==> src/rtl/sparc_mem_pkg.sv <==
// sparc_mem_pkg: size/state encodings and byte-lane helpers shared by the memory sequencer and the load extender.
package sparc_mem_pkg;
  localparam logic [1:0] SZ_BYTE = 2'b00;
  localparam logic [1:0] SZ_HALF = 2'b01;
  localparam logic [1:0] SZ_WORD = 2'b10;
  localparam logic [1:0] SZ_RSVD = 2'b11;
  localparam logic RW_READ = 1'b1;
  typedef enum logic [2:0] {S_IDLE, S_ISSUE, S_WAIT, S_DONE, S_ERR, S_HOLD} state_t;
  function automatic logic [1:0] sz_last(input logic [1:0] t);
    return t == SZ_BYTE ? 2'd0 : t == SZ_HALF ? 2'd1 : 2'd3;
  endfunction
  function automatic logic sz_bad(input logic [1:0] t, input logic [1:0] a);
    return t == SZ_RSVD || (t == SZ_HALF && a[0]) || (t == SZ_WORD && a != 2'b00);
  endfunction
  // big-endian lane: transfer k carries operand byte (last-k) counted from the LSB
  function automatic logic [7:0] op_byte(input logic [31:0] d, input logic [1:0] last, input logic [1:0] k);
    logic [1:0] s;
    s = last - k;
    return d[{s, 3'b000} +: 8];
  endfunction
endpackage

==> src/rtl/sparc_load_extend.sv <==
// sparc_load_extend: sign/zero-extends an assembled big-endian load to 32 bits by access size.
module sparc_load_extend import sparc_mem_pkg::*; (
  input  logic [31:0] i_asm,
  input  logic [1:0]  i_type,
  input  logic        i_sign,
  output logic [31:0] o_data
);
  assign o_data = i_type == SZ_BYTE ? {{24{i_sign & i_asm[7]}}, i_asm[7:0]} :
                  i_type == SZ_HALF ? {{16{i_sign & i_asm[15]}}, i_asm[15:0]} : i_asm;
endmodule

==> src/rtl/sparc_mem_ctrl.sv <==
// sparc_mem_ctrl: MOV/MOC sequencer splitting byte/half/word accesses into big-endian byte RAM cycles.
module sparc_mem_ctrl import sparc_mem_pkg::*; #(
  parameter int ADDR_W = 9,
  parameter int RD_LAT = 1
) (
  input  logic              Clk,
  input  logic              Clr,
  input  logic              MOV,
  input  logic              r_w,
  input  logic [1:0]        mem_type,
  input  logic              sign,
  input  logic [31:0]       addr,
  input  logic [31:0]       data_in,
  output logic [31:0]       data_out,
  output logic              MOC,
  output logic              MAE,
  output logic              busy,
  output logic              ram_en,
  output logic              ram_we,
  output logic [ADDR_W-1:0] ram_addr,
  output logic [7:0]        ram_wdata,
  input  logic [7:0]        ram_rdata
);
  state_t r_state;
  logic [ADDR_W-1:0] r_base;
  logic [31:0] r_data;
  logic [1:0] r_type, r_last, r_k, r_lat;
  logic r_rw, r_sign;
  logic [23:0] r_asm;
  logic [31:0] w_asm, w_ext;
  logic [1:0] w_k1;
  logic [ADDR_W-1:0] w_addr1;
  logic w_unused;
  assign w_asm = {r_asm, ram_rdata};
  assign w_k1 = r_k + 2'd1;
  assign w_addr1 = r_base + ADDR_W'(w_k1);
  assign busy = r_state != S_IDLE;
  assign w_unused = ^addr[31:ADDR_W];
  sparc_load_extend u_ext (.i_asm(w_asm), .i_type(r_type), .i_sign(r_sign), .o_data(w_ext));
  // outputs are registered on the edge entering the state they belong to
  always_ff @(posedge Clk) begin
    if (Clr) begin
      r_state <= S_IDLE;
      r_k <= 2'd0;
      r_lat <= 2'd0;
      data_out <= 32'd0;
      MOC <= 1'b0;
      MAE <= 1'b0;
      ram_en <= 1'b0;
      ram_we <= 1'b0;
      ram_addr <= '0;
      ram_wdata <= 8'd0;
    end else begin
      MOC <= 1'b0;
      MAE <= 1'b0;
      ram_en <= 1'b0;
      ram_we <= 1'b0;
      case (r_state)
        S_IDLE: if (MOV) begin
          r_base <= addr[ADDR_W-1:0];
          r_data <= data_in;
          r_type <= mem_type;
          r_rw <= r_w;
          r_sign <= sign;
          r_last <= sz_last(mem_type);
          r_k <= 2'd0;
          if (sz_bad(mem_type, addr[1:0])) begin
            r_state <= S_ERR;
            MOC <= 1'b1;
            MAE <= 1'b1;
          end else begin
            r_state <= S_ISSUE;
            ram_en <= 1'b1;
            ram_we <= r_w != RW_READ;
            ram_addr <= addr[ADDR_W-1:0];
            ram_wdata <= op_byte(data_in, sz_last(mem_type), 2'd0);
          end
        end
        S_ISSUE: if (r_rw == RW_READ) begin
          r_state <= S_WAIT;
          r_lat <= 2'(RD_LAT);
        end else if (r_k == r_last) begin
          r_state <= S_DONE;
          MOC <= 1'b1;
        end else begin
          r_k <= w_k1;
          ram_en <= 1'b1;
          ram_we <= 1'b1;
          ram_addr <= w_addr1;
          ram_wdata <= op_byte(r_data, r_last, w_k1);
        end
        S_WAIT: begin
          r_lat <= r_lat - 2'd1;
          if (r_lat == 2'd1) begin
            r_asm <= w_asm[23:0];
            if (r_k == r_last) begin
              r_state <= S_DONE;
              MOC <= 1'b1;
              data_out <= w_ext;
            end else begin
              r_state <= S_ISSUE;
              r_k <= w_k1;
              ram_en <= 1'b1;
              ram_addr <= w_addr1;
            end
          end
        end
        S_DONE, S_ERR: r_state <= S_HOLD;
        S_HOLD: if (!MOV) r_state <= S_IDLE;
        default: r_state <= S_IDLE;
      endcase
    end
  end
endmodule

==> config.mk <==
export PLATFORM = sky130hd
export DESIGN_NAME = sparc_mem_ctrl
export DESIGN_NICKNAME = d
export VERILOG_FILES = /design/src/rtl/sparc_mem_pkg.sv /design/src/rtl/sparc_load_extend.sv /design/src/rtl/sparc_mem_ctrl.sv
export SDC_FILE = /design/constraint.sdc
export NUM_CORES = 1
export LEC_CHECK = 0
export BUFFER_PORTS_ARGS = -buffer_cell sky130_fd_sc_hd__buf_2
export CAP_MARGIN = 20
export CORE_AREA = 2 2 104 106
export DETAILED_ROUTE_END_ITERATION = 6
export DIE_AREA = 0 0 106 108
export PLACE_DENSITY = 0.78
export RECOVER_POWER = 25
export SLEW_MARGIN = 20
export SYNTH_ARGS = -nofsm -noshare
export SYNTH_HDL_FRONTEND = slang
export SYNTH_SLANG_ARGS = --single-unit
==> constraint.sdc <==
create_clock -name Clk -period 5.5 [get_ports Clk]
set_input_delay 0.55 -clock Clk [delete_from_list [all_inputs] [get_ports Clk]]
set_output_delay 0.55 -clock Clk [all_outputs]
set_load 0.05 [all_outputs]
==> results of run 1 <==
worst paths after layout:
check	endpoint	depth (start not counted)	slack, ns	from
max	data_out[24]	8	2.49	r_k[0]
min	r_data[19]	1	0.20	data_in[19]
min reg2reg	r_asm[20]	0	0.44	r_asm[12]
max reg2reg	data_out[24]	8	2.49	r_k[0]
layer usage:
metal	global-route usage	wire, um
met1	0.2606	4907
met2	0.3359	5495
met3	0.06631	806
met4	0.07049	116
met5	0	0
power groups by stage:
| stage | Combinational [mW] | Sequential, mW | Clock [mW] |
|---|---|---|---|
| 2_1_floorplan | 0.375 | 1.34 | 0 |
| 3_3_place_gp | 0.627 | 1.21 | 0 |
| 3_5_place_dp | 0.644 | 1.22 | 0 |
| 4_1_cts | 0.646 | 1.20 | 1.10 |
| 5_1_grt | 0.702 | 1.21 | 1.15 |
| 6_report | 0.644 | 1.20 | 1.08 |
final cells by class:
class | instances | area (sq um) | share of cell area
clock inverter | 9 | 91.34 | 0.01396
multi-input combinational | 290 | 1884 | 0.2879
timing repair buffer | 111 | 535.5 | 0.08182
sequential | 131 | 3333 | 0.5093
clock buffer | 23 | 489.2 | 0.07475
inverter | 11 | 41.29 | 0.006309
tap | 136 | 170.2 | 0.02600
flip-flops by register name, indices dropped and copies added (netlist names), 3 cells and up:
name	count
data_out	32
r_asm	24
r_base	9
r_data	32
r_state	3
ram_addr	9
ram_wdata	8
per-stage QoR:
step / power (mW) / worst slack, ns
floorplan: 1.714 / 0.8367
detailed placement: 1.862 / 2.079
global placement: 1.839 / 2.210
global route: 3.062 / 2.236
finish: 2.922 / 2.492
CTS: 2.943 / 2.052
cell usage after synthesis (all sizes together):
cell	n	area [sq um]
o21a	2	15.01
dfxtp	60	1201
a211oi	12	90.09
a21o	2	15.01
nor2b	9	56.30
or3	1	6.260
xor2	4	42.55
a221oi	1	8.760
o211ai	4	30.03
and2	1	6.260
o32ai	1	8.760
buf	8	51.29
xnor2	8	77.58
a311oi	2	17.52
nor4b	1	8.760
clkbuf	19	72.56
a31oi	1	6.260
or2	3	18.77
and3	1	6.260
nor2	29	111.4
or4	1	7.510
ha	4	50.05
o2bb2ai	3	26.28
a21oi	45	225.2
nor3	16	85.08
mux2	9	101.4
nor3b	1	7.510
nand2b	6	37.54
edfxtp	71	2132
inv	11	41.29
o31a	1	8.760
fa	1	20.02
a41oi	1	16.27
mux2i	8	80.08
and4bb	1	12.51
mux4	8	210.2
nor4	4	25.02
a22oi	1	7.510
nand3	4	20.02
nand2	55	206.5
o21ai	39	198.9
kinds of logic (layout without fill, tap and decap cells):
| logic type | after synthesis | after routing | synth area share |
|---|---|---|---|
| fa+ha+maj | 5 | 5 | 0.01305 |
| simple gates | 133 | 133 | 0.1146 |
| buf+inv | 38 | 154 | 0.03075 |
| compound gates | 115 | 115 | 0.1256 |
| xor+xnor | 12 | 12 | 0.02237 |
| mux | 25 | 25 | 0.07293 |
| flops | 131 | 131 | 0.6207 |
==> out/metrics.cfg, run 1 <==
[outcome]
status=finished clean

[setup_path]
worst_ep_required_time_ns=5.86
worstPathArrival_ns=3.37
cp_max_fo=22
crit_path_start_kind=flop
cpLargestDelayFamily=compound AO/OA/AOI/OAI gates
critPathBufInv=3
worstSetupPathType=reg -> reg
max_stage_delay_ns=0.65
crit_slowest_cell=a41oi_2
path_cells=inv_1 > ha_1 > inv_1 > and3_1 > buf_8 > o21ai_2 > a41oi_2 > a21oi_1
endpoint_kind=flop
critPathMostFrequentCell=inv_1

[timing]
tightest_slew_ns=0.9808
tns_ns=0
finalCritPeriodShare=0.5469
fin_worst_skew_ns=0.01397
slew_headroom=0.3437
period_minus_slack_ns=3.008
hold_slack_ns=0.2007
slew_violations=0
fmax_mhz=332.4
setup_viol=0
hold_viol=0
rsz0062_at_grt=no

[cts]
cts_tree=yes
insertion_delay_ns=0.52
cts_root_buf=clkbuf_8
cts_made_buffers=17
cts_setup_buffers=0
cts-resized-gates=0
postCtsHoldBufs=0
cts_num_sinks=131
cts_htree_levels=4
clk_pin_slew_ns=0.06
cts_buffer_depth=2

[floorplan]
start_util=0.5249
dieArea_sq_mm=0.01145
coreArea_sq_mm=0.01023
rows=37
die_y_um=108
ios=133
die_w_um=106

[yosys]
synth_cells=459
syn-num-nets=543
ys_ff_latch=131
yosysWarnings=0
synth_area_sq_mm=0.005370
seq_area_frac_synth=0.6207
avgSynthCellArea_sq_um=11.70
yosysUniqueCellTypes=49

[routing]
vias=3897
dr.pass1.iters=5
avgViaCountPerCell=5.481
wl_um=11330
drc=0
wire_per_inst_um=15.93
postRouteAntennaNets=0
first_iter_violations=356

[global_route]
grt_max_degree=35
grtUsageTotal=0.2056
grt_overflow_total=0
grt_pass1_vias=3720
grt_pass1_wl_um=18000
antenna_found_initial=0

[cells_and_area]
instances_no_fill=711
syn_to_final_growth_pct=21.88
layout_commonest_cell=buf_2
final_util=0.6397
nNetsFinal=646
final_cell_area_sq_mm=0.006545
drive_gt1_frac=0.2348
layout_common_cells=buf_2 (83), edfxtp_1 (71), dfxtp_1 (60)
antenna_cells=0
fillCellCount=774

[pwr]
p_sw_frac=0.3115
power_frac_seq=0.411
intPower_mw=2.011
powerDensity_mw_per_mm2=446.4
peakVddDrop_mv=0.2419
p_leak_nw=2.565
power_frac_clock=0.369
netSwitchingPower_uw=910.2
pwr-share-comb=0.220

[place]
hpwl_um=7684
place_area_sq_mm=0.005974
io_buffer_count=109
place_congestion=0.8780
dpl.cell_count=678

[worst_hold_path]
min_path_type=in -> reg

[run]
cap_violations=0

Note: power is estimated with default switching activity, not from simulation.
==> run 2: changes to the inputs <==
CORE_AREA = 2 2 109 111   (was 2 2 104 106)
DIE_AREA = 0 0 111 113   (was 0 0 106 108)
PLACE_DENSITY = 0.75   (was 0.78)
clock period = 2.66 ns   (was 5.5 ns; I/O delays follow)
==> run 2 against run 1 <==
Fmax up 25%. Register-to-register slack worse by 2.2 ns. Highest routed layer unchanged. Clock power up 110%. Final area up 1.1%. Power up 110%. Combinational power up 110%.
==> out/metrics.cfg, run 2 (same netlist as run 1, synthesis figures left out) <==
[setup_path]
worstSetupPathType=reg -> reg
endpoint_kind=flop
cp_max_fo=17
worst_ep_required_time_ns=2.95
worstPathArrival_ns=2.71
crit_path_start_kind=flop

[cts]
cts_made_buffers=17
cts_root_buf=clkbuf_16
cts_tree=yes
cts_setup_buffers=0
cts_buffer_depth=2
postCtsHoldBufs=0
cts_htree_levels=4
insertion_delay_ns=0.42
clk_pin_slew_ns=0.06
cts_num_sinks=131

[floorplan]
dieArea_sq_mm=0.01254
die_y_um=113
ios=133
die_w_um=111
start_util=0.4764
coreArea_sq_mm=0.01127
rows=39

[global_route]
grtUsageTotal=0.1895
antenna_found_initial=0
grt_max_degree=33
grt_pass1_vias=3772
grt_pass1_wl_um=18640
grt_overflow_total=0

[timing]
hold_slack_ns=0.02053
tightest_slew_ns=1.049
setup_viol=0
slew_headroom=0.3006
rsz0062_at_grt=no
hold_viol=0
fin_worst_skew_ns=0.01347
fmax_mhz=414.2
finalCritPeriodShare=0.9076
slew_violations=0
tns_ns=0
period_minus_slack_ns=2.414

[place]
hpwl_um=7814
io_buffer_count=109
place_area_sq_mm=0.006065
place_congestion=0.8508

[routing]
first_iter_violations=499
drc=0
postRouteAntennaNets=0
wire_per_inst_um=15.65
vias=3908
wl_um=11380
avgViaCountPerCell=5.376
dr.pass1.iters=5

[cells_and_area]
top_regs=data_out x32, r_data x32, r_asm x24
fillCellCount=926
layout_commonest_cell=buf_2
final_cell_area_sq_mm=0.006619
layout_common_cells=buf_2 (82), edfxtp_1 (71), dfxtp_1 (60)
nNetsFinal=655
syn_to_final_growth_pct=23.25
drive_gt1_frac=0.2483
antenna_cells=0

[run]
cap_violations=0

[pwr]
p_leak_nw=2.617
powerDensity_mw_per_mm2=923.7
peakVddDrop_mv=0.4428

[outcome]
status=finished clean

[worst_hold_path]
min_path_type=in -> reg

## run 2: worst paths after layout
check	slack (ns)	endpoint	cells past startpoint	startpoint
max	0.25	data_out[28]	8	r_k[0]
min	0.02	r_data[20]	1	data_in[20]
max reg2reg	0.25	data_out[28]	8	r_k[0]
min reg2reg	0.45	r_asm[21]	0	r_asm[13]
## run 2: stage by stage
step	utilization	cells	power [mW]	setup slack (ns)
global placement	0.5380	695	3.849	0.1520
CTS	0.5901	727	6.165	0.03613
finish	0.5872	727	6.114	0.2458
global route	0.5872	727	6.395	0.01996
detailed placement	0.5380	695	3.889	0.04483
floorplan	-	459	3.543	0.3428
## run 2: where the power goes
part | internal (mW) | switching, mW | total (mW)
clock network | 1.38 | 0.883 | 2.27
logic | 0.461 | 0.911 | 1.37
registers | 2.34 | 0.133 | 2.47
## run 2: final cells by class
| class | count | area (sq um) | share of cell area |
|---|---|---|---|
| Timing Repair Buffer | 120 | 594.3 | 0.08979 |
| Inverter | 11 | 41.29 | 0.006238 |
| Multi-Input combinational cell | 290 | 1884 | 0.2847 |
| Tap cell | 143 | 178.9 | 0.02703 |
| Clock buffer | 20 | 467.9 | 0.07070 |
| Sequential cell | 131 | 3333 | 0.5036 |
| Clock inverter | 12 | 118.9 | 0.01796 |
## run 2: worst max-delay path: stages (launching register included)
cell and delay [ns]:
dfxtp_1 0.44, inv_1 0.12, ha_1 0.50, inv_1 0.17, and3_2 0.36, o21ai_2 0.18
a41oi_2 0.18, buf_4 0.23, a21oi_1 0.10
## run 2: metal layers
layer  GRT usage  share of wire
met1      0.2240           0.41
met2      0.3178           0.51
met3     0.06963          0.081
met4     0.07333         0.0077
met5           0              0
## run 2: timing repair
item,in CTS,in global routing
resized for setup,0,1
endpoints found under the hold margin,0,0
setup endpoints to repair,0,17
